File: src/rtl/line_select_pkg.sv
// Shared state encodings and constants for the line select decoder.
package line_select_pkg;

   typedef enum logic [1:0] {
      ST_IDLE   = 2'd0,
      ST_ASSERT = 2'd1,
      ST_GAP    = 2'd2
   } state_e;

   localparam int CNT_W = 8;
   localparam logic [CNT_W-1:0] CNT_MAX = '1;

   function automatic int max_int(input int a, input int b);
      return (a > b) ? a : b;
   endfunction

endpackage

File: src/rtl/line_select_decoder_hold_timer.sv
// Loadable down-counter shared by the ASSERT and GAP phases; stops at zero.
module hold_timer #(
   parameter int TW = 2
) (
   input  logic          clk,
   input  logic          rst_n,
   input  logic          load_i,
   input  logic [TW-1:0] load_val_i,
   output logic          zero_o
);

   logic [TW-1:0] cnt_q;
   logic [TW-1:0] cnt_d;

   // NOTE: every path assigns cnt_d a default first, so no latch is inferred.
   always_comb begin
      cnt_d = cnt_q;
      if (load_i) begin
         cnt_d = load_val_i;
      end else if (cnt_q != '0) begin
         cnt_d = cnt_q - TW'(1);
      end
   end

   // NOTE: state registers use non-blocking assignments so every flop samples pre-edge values.
   always_ff @(posedge clk or negedge rst_n) begin
      if (!rst_n) begin
         cnt_q <= '0;
      end else begin
         cnt_q <= cnt_d;
      end
   end

   assign zero_o = (cnt_q == '0);

endmodule

File: src/rtl/line_select_decoder.sv
// Handshaked code-to-one-hot line select with programmable hold and guard gap.
// Optional per-line accept counters are enabled with the LINE_SELECT_CNT_EN macro.
module line_select_decoder
   import line_select_pkg::*;
#(
   parameter int W    = 2,
   parameter int HOLD = 3,
   parameter int GAP  = 1
) (
   input  logic               clk,
   input  logic               rst_n,
   input  logic               in_valid,
   input  logic [0:W-1]       in_code,
   output logic               in_ready,
   input  logic               abort,
   output logic [0:(1<<W)-1]  out_onehot,
   output logic               busy,
   output logic               done
`ifdef LINE_SELECT_CNT_EN
   ,
   output logic [0:CNT_W*(1<<W)-1] cnt_flat
`endif
);

   localparam int N  = 1 << W;
   localparam int TW = $clog2(max_int(HOLD, GAP) + 1);
   localparam logic [TW-1:0] HOLD_LD = TW'(HOLD - 1);
   localparam logic [TW-1:0] GAP_LD  = TW'((GAP > 0) ? GAP - 1 : 0);

   if (HOLD < 1 || HOLD > 255 || GAP > 255) begin : g_param_check
      $error("line_select_decoder: HOLD must be 1..255 and GAP 0..255");
   end

   state_e          state_q, state_d;
   logic [0:N-1]    onehot_q, onehot_d;
   logic            tmr_load;
   logic [TW-1:0]   tmr_load_val;
   logic            tmr_zero;
   logic            accept;

   assign in_ready = (state_q == ST_IDLE) && !abort;
   assign accept   = in_valid && in_ready;

   hold_timer #(.TW(TW)) u_hold_timer (
      .clk        (clk),
      .rst_n      (rst_n),
      .load_i     (tmr_load),
      .load_val_i (tmr_load_val),
      .zero_o     (tmr_zero)
   );

   always_comb begin
      state_d      = state_q;
      onehot_d     = onehot_q;
      tmr_load     = 1'b0;
      tmr_load_val = '0;
      if (abort) begin
         // Flush: timer is reloaded with zero so the next entry starts clean.
         state_d  = ST_IDLE;
         onehot_d = '0;
         tmr_load = 1'b1;
      end else begin
         case (state_q)
            ST_IDLE: begin
               if (in_valid) begin
                  onehot_d          = '0;
                  onehot_d[in_code] = 1'b1;
                  state_d           = ST_ASSERT;
                  tmr_load          = 1'b1;
                  tmr_load_val      = HOLD_LD;
               end
            end
            ST_ASSERT: begin
               if (tmr_zero) begin
                  onehot_d = '0;
                  if (GAP > 0) begin
                     state_d      = ST_GAP;
                     tmr_load     = 1'b1;
                     tmr_load_val = GAP_LD;
                  end else begin
                     state_d = ST_IDLE;
                  end
               end
            end
            ST_GAP: begin
               if (tmr_zero) state_d = ST_IDLE;
            end
            default: begin
               state_d  = ST_IDLE;
               onehot_d = '0;
            end
         endcase
      end
   end

   always_ff @(posedge clk or negedge rst_n) begin
      if (!rst_n) begin
         state_q  <= ST_IDLE;
         onehot_q <= '0;
      end else begin
         state_q  <= state_d;
         onehot_q <= onehot_d;
      end
   end

   assign out_onehot = onehot_q;
   assign busy       = (state_q != ST_IDLE);
   // An aborted token never reports completion.
   assign done       = (state_q == ST_ASSERT) && tmr_zero && !abort;

`ifdef LINE_SELECT_CNT_EN
   logic [CNT_W-1:0] cnt_q [N];

   // NOTE: the counter array is an architectural value, so it gets an explicit reset loop.
   always_ff @(posedge clk or negedge rst_n) begin
      if (!rst_n) begin
         for (int k = 0; k < N; k++) cnt_q[k] <= '0;
      end else if (accept && (cnt_q[in_code] != CNT_MAX)) begin
         cnt_q[in_code] <= cnt_q[in_code] + CNT_W'(1);
      end
   end

   for (genvar k = 0; k < N; k++) begin : g_cnt_flat
      assign cnt_flat[k*CNT_W +: CNT_W] = cnt_q[k];
   end
`else
   logic unused_accept;
   assign unused_accept = accept;
`endif

endmodule

File: config.mk
export PLATFORM = sky130hd
export DESIGN_NAME = line_select_decoder
export DESIGN_NICKNAME = d
export VERILOG_FILES = /design/src/rtl/line_select_pkg.sv /design/src/rtl/line_select_decoder_hold_timer.sv /design/src/rtl/line_select_decoder.sv
export SDC_FILE = /design/constraint.sdc
export NUM_CORES = 1
export LEC_CHECK = 0
export ABC_CLOCK_PERIOD_IN_PS = 1500
export CAP_MARGIN = 20
export CORE_AREA = 4 4 41 43
export DETAILED_ROUTE_END_ITERATION = 10
export DIE_AREA = 0 0 45 47
export PLACE_DENSITY = 0.64
export SLEW_MARGIN = 20
export SYNTH_ARGS = -nofsm -noshare
export SYNTH_HDL_FRONTEND = slang
export SYNTH_HIERARCHICAL = 1
export SYNTH_SLANG_ARGS = --single-unit
File: constraint.sdc
create_clock -name clk -period 1.5 [get_ports clk]
set_input_delay 0.3 -clock clk [delete_from_list [all_inputs] [get_ports clk]]
set_output_delay 0.3 -clock clk [all_outputs]
set_load 0.005 [all_outputs]
Word-level counts from Yosys, hierarchy flattened
Index checks and enable logic that the tools add are counted.
{ "word_totals": {"input_bits": 6, "out_inout_bits": 7, "register_bits": 8, "elab_cells": 45} }
{ "classes": {"addsub": 1, "reduce_logical": 12, "eq_ne": 6, "magnitude_cmp": 2, "n_bitwise": 1, "n_mux": 20} }
{ "op_table": {"columns": ["operator", "n"], "rows": [
  ["2-to-1 mux 2 bit", 9],
  ["2-to-1 mux 4 bit", 3],
  ["case mux 4 bit (3 select lines)", 1],
  ["inequality test 3 bit (second input constant)", 3],
  ["case mux 2 bit (3 select lines)", 1],
  ["AND reduction 3 bit", 2],
  ["nonzero test 2 bit", 3],
  ["logical AND 1 bit", 4],
  ["zero test 2 bit", 2],
  ["2-to-1 mux 1 bit", 4],
  ["greater-or-equal comparator 3 bit (second input constant)", 1],
  ["less-than comparator 3 x 1 -> 1 bit (second input constant)", 1],
  ["inverter 2 -> 3 bit", 1],
  ["demux 1 bit (select 2 bit)", 1],
  ["equality test 2 x 1 -> 1 bit (second input constant)", 1],
  ["equality test 2 bit (second input constant)", 1],
  ["inequality test 2 bit (second input constant)", 1],
  ["case mux 1 bit (2 select lines)", 1],
  ["subtractor 2 x 1 -> 2 bit (second input constant)", 1],
  ["zero test 1 bit", 1]
]} }

Longest topological paths before layout
{ "depth": {"depth_word": 8, "mapped_depth": 7} }

By module
The synthesis kept the hierarchy.
{ "modules_own_cells": {"columns": ["mod", "cells_each", "n_inst", "area_per_inst_um2", "seq_area_each_um2"], "rows": [
  ["line_select_decoder", 37, 1, 380.4, 150.1],
  ["hold_timer", 12, 1, 113.9, 50.0]
]} }

Least setup slack after synthesis
Ideal clock, no wire load.
{ "synth_path": {"kind": "register to register", "start": "register u_hold_timer.cnt_q[0]", "end": "register u_hold_timer.cnt_q[1]", "synth_period_minus_slack_ns": 1.480, "n_path_buf": 0, "path_slack_ns": 0.020, "t_required_ns": 1.376, "stages_incl_launch_ff": 8, "arrival_time_ns": 1.356, "setup_ns": 0.124, "cell_sequence": "dfrtp_1 > inv_1 > ha_1 > nand2_1 > o21a_1 > o21bai_1 > or2b_1 > o31a_1"} }
{ "synth_via": {"elab_chain_len": 5, "word_cells_on_any_way": 9, "cone_classes": "add/sub: 1; mux: 5; reduce/logical: 3"} }
{ "synth_rtl": {"columns": ["item", "line", "source"], "rows": [
  ["start: declaration", "line_select_decoder_hold_timer.sv:12", "logic [TW-1:0] cnt_q;"],
  ["start signal: assignment", "line_select_decoder_hold_timer.sv:30", "cnt_q <= cnt_d;"],
  ["zero test 2 bit *", "line_select_decoder_hold_timer.sv:34", "assign zero_o = (cnt_q == '0);"],
  ["named net tmr_zero", "line_select_decoder.sv:38", "logic tmr_zero;"],
  ["2-to-1 mux 1 bit *", "line_select_decoder.sv:74", "if (tmr_zero) begin"],
  ["case mux 1 bit (2 select lines) *", "line_select_decoder.sv:63", "case (state_q)"],
  ["2-to-1 mux 1 bit *", "line_select_decoder.sv:57", "if (abort) begin"],
  ["named net tmr_load", "line_select_decoder.sv:36", "logic tmr_load;"],
  ["2-to-1 mux 2 bit / nonzero test 2 bit (equally long branches)", null, null]
]} }
Mark *: on every way through the listed nets, which the timed path passes. The rest lies on a longest branch. The select of a mux whose other input is x is not followed.
A chain may end at the register's enable or synchronous reset.

Final worst setup path
{ "layout_path": {"start": "register u_hold_timer.cnt_q[1]", "end": "output port done"} }
{ "layout_via": {"elab_chain_len": 3} }
{ "layout_rtl": {"columns": ["item", "line", "source"], "rows": [
  ["zero test 2 bit", "line_select_decoder_hold_timer.sv:34", null],
  ["named net tmr_zero", "line_select_decoder.sv:38", null],
  ["logical AND 1 bit (2 in a row)", "line_select_decoder.sv:109", "assign done = (state_q == ST_ASSERT) && tmr_zero && !abort;"],
  ["end: declaration", "line_select_decoder.sv:18", "output logic done"]
]} }
The timed path passes the listed nets, and every way through them passes these cells.

==> results by group <==
STA
  • RSZ-0062 raised after global routing: true
  • Final hold slack: 0.340 ns
  • Max Clock Skew: 0.00222 ns
  • Achievable clock frequency: 691 MHz
  • Final min period: 1.45 ns
  • Final Cycle Share: 96.4%
  • Hold Violations, Final: 0
  • Setup violations, final: 0
  • Max Slew Vio Count: 0
  • Final setup margin: 0.0536 ns

Logic synthesis
  • Top cell type's share of synthesized area: 40.5%
  • Yosys warnings: 6
  • Part of the Yosys area used for sequential elements: 40.5%
  • Avg Inst Size Synth: 10.1 sq um
  • Synth area leader: dfrtp_1
  • XOR/XNOR Fraction of Synth Area: 1.77%
  • Multiplexer area fraction after synthesis: 10.1%
  • Post-Synthesis Cells: 49
  • Number of synthesized register bits: 8
  • Netlist cell types: 26
  • Synth top area cells: dfrtp_1, mux2i_1, nand3b_1
  • Cell Area, Synth: 494 sq um
  • Synth Area in Compound Gates: 11.1%
  • Syn nets: 56
  • Combinational family with the most area after synthesis: simple AND/OR/NAND/NOR gates
  • Adder-cell share of the synthesized area: 2.53%
  • Synth Area in Simple Gates: 27.1%

Power
  • Clock power share: 22.8%
  • Leakage: 0.345 nW
  • VDD IR-drop max: 0.543 mV
  • Total power of the final layout: 689 uW
  • Sw Share: 29.1%
  • P_int: 488 uW
  • Power Dens Cells: 935 mW/mm^2
  • Switching pwr: 201 uW
  • Seq pwr share: 37.6%
  • Combinational Power Share: 39.6%

GRT
  • First-pass GRT wire length: 1730 microns
  • Initial antenna violation count: 0
  • GRT Total Usage: 12.3%
  • Vias in the first global route: 395
  • Pin count of the biggest net entering global routing: 9
  • Gr ovfl total: 0

Worst setup path
  • Reg2reg end: u_hold_timer/cnt_q[1]$_DFFE_PN0P_
  • CP Data Required Time: 1.20 ns
  • Reg2reg start: u_hold_timer/cnt_q[1]$_DFFE_PN0P_
  • Critical Path AT: 1.15 ns
  • Crit-path max cell delay: 0.38 ns
  • Crit path cell chain: inv_1 > ha_2 > nand2_2 > nor3_2 > buf_2
  • Worst Path Max Fanout: 2
  • Flop-to-flop setup slack: 0.10 ns
  • Nature of the critical path startpoint: flip-flop
  • CP endpoint: done
  • Worst Setup SP: u_hold_timer/cnt_q[1]$_DFFE_PN0P_
  • Worst R2R Path Depth: 7
  • Crit end category: primary output
  • CP max-delay cell: dfrtp_1
  • Kind of critical path: reg2out

Placed design
  • Post-placement cell area: 693 sq um
  • Count of input and output buffers: 12
  • Post-DP HPWL: 808 microns
  • Routability Congestion: 0.787
  • Pre-CTS WS: -0.408 ns

Final layout
  • Cell area after layout: 737 sq um
  • Area growth from synthesis to layout: 49.1%
  • Most frequent cells in the layout: buf_4, clkdlybuf4s50_1, dfrtp_1
  • Share of layout cells above drive strength 1: 32.4%
  • Most common cell after layout, fill and taps aside: buf_4
  • ANT cells: 0
  • Layout net count: 83

Min path
  • Hold crit path type: in2async

Drt
  • DRT iter0 DRCs: 4
  • Via density: 4.71
  • Post-Route WL: 1000 microns
  • Vias: 419
  • Detailed Routing Iterations Pass 1: 4
  • Antenna-violating nets left: 0
  • Detail-routed net length per standard cell: 11.3 microns
  • Residual DRC: 0

Clocking
  • Root buffer cell: clkbuf_4
  • CTS tree: done
  • CTS clk-pin slew, worst paths: 0.05 ns
  • TritonCTS buffer count: 3
  • CTS H-tree lvls: 1
  • Cts hold-fix bufs: 0
  • Sink Count: 8
  • CTS max path bufs: 2
  • Worst skew pair latency: 0.25 ns

Floorplanning
  • Die Area: 0.00212 sq mm
  • Width of the chip: 45 microns
  • Die H: 47 microns
  • Cell Rows: 13
  • Starting Density: 38.0%
  • Core Area: 0.00130 sq mm
  • # IOs: 13

Flow run
  • Max Cap Violations: 0

Status
  • Status: complete, no violations
## cell type report
cell class,count,area [sq um]
fill,124,564
tap,15,18.8
multi-input combinational,35,277
inverter,4,15.0
clock buffer,3,22.5
sequential,8,201
timing repair buffer,24,203
## how the worst min path moves through the flow
stage / start / to / slack (ns) / depth (start not counted)
floorplan: rst_n / out_onehot[0]$_DFFE_PN0P_ / 0.004 / 0
global placement: out_onehot[1]$_DFFE_PN0P_ / out_onehot[1]$_DFFE_PN0P_ / 0.53 / 2
detailed placement: out_onehot[1]$_DFFE_PN0P_ / out_onehot[1]$_DFFE_PN0P_ / 0.54 / 2
CTS: rst_n / out_onehot[1]$_DFFE_PN0P_ / 0.34 / 1
global route: rst_n / out_onehot[3]$_DFFE_PN0P_ / 0.35 / 1
finish: rst_n / out_onehot[2]$_DFFE_PN0P_ / 0.34 / 1
## power groups by stage
| stage | Clock [mW] | Combinational (mW) | Sequential [mW] |
|---|---|---|---|
| floorplan | 0 | 0.145 | 0.258 |
| global placement | 0 | 0.253 | 0.263 |
| detailed placement | 0 | 0.258 | 0.265 |
| CTS | 0.171 | 0.270 | 0.259 |
| global route | 0.179 | 0.303 | 0.262 |
| finish | 0.157 | 0.273 | 0.259 |
## kinds of logic (layout without fill, tap and decap cells)
group | after synthesis | in the layout
AND/OR/NAND/NOR | 20 | 20
AO/OA/AOI/OAI | 7 | 7
multiplexers | 5 | 5
buffers and inverters | 6 | 31
adder cells (fa/ha/maj) | 1 | 1
XOR/XNOR | 1 | 1
flip-flops | 8 | 8
other | 1 | 1
## layer usage
layer  track usage (%)  routed length (microns)  up-vias
met5                 0                        0        -
met4              7.02                       12        0
met3              6.13                       43        2
met2              18.4                      513        6
met1              14.3                      434      194
li1                  -                        -      217
## cells in the mapped netlist (all sizes together)
cell type,number
or3b,1
ha,1
o21bai,1
nand2,2
or2,1
and2,2
inv,4
nor3,3
mux2i,5
nor2,1
xor2,1
o21a,1
or2b,1
o31a,1
nand3b,4
nand2b,4
conb,1
o21ai,3
clkbuf,1
dfrtp,8
a21oi,1
nand3,1
buf,1
## what timing repair did
action	4_1_cts	5_1_grt
buffers inserted	2	0
resized for setup	9	5
endpoints found under the setup margin	4	6
pin swaps	0	2
## stage by stage
| stage | util, % | std cells | TNS, ns |
|---|---|---|---|
| global placement | 53.3 | 84 | -1.26 |
| global route | 56.6 | 89 | -0.0295 |
| floorplan | - | 49 | 0 |
| finish | 56.6 | 89 | 0 |
| detailed placement | 53.3 | 84 | -1.42 |
| CTS | 56.3 | 89 | -0.102 |
## critical path: cells and delay by family (launching register included)
family,cells,cell delay (ns)
buf+inv,2,0.19
fa+ha+maj,1,0.18
flops,1,0.38
simple gates,2,0.15
## registers in the layout, indices dropped and copies added, names as in the netlist
register and count:
state_q 2, u_hold_timer/cnt_q 2, out_onehot 4
No activity file was read; power rests on OpenSTA's default activity.
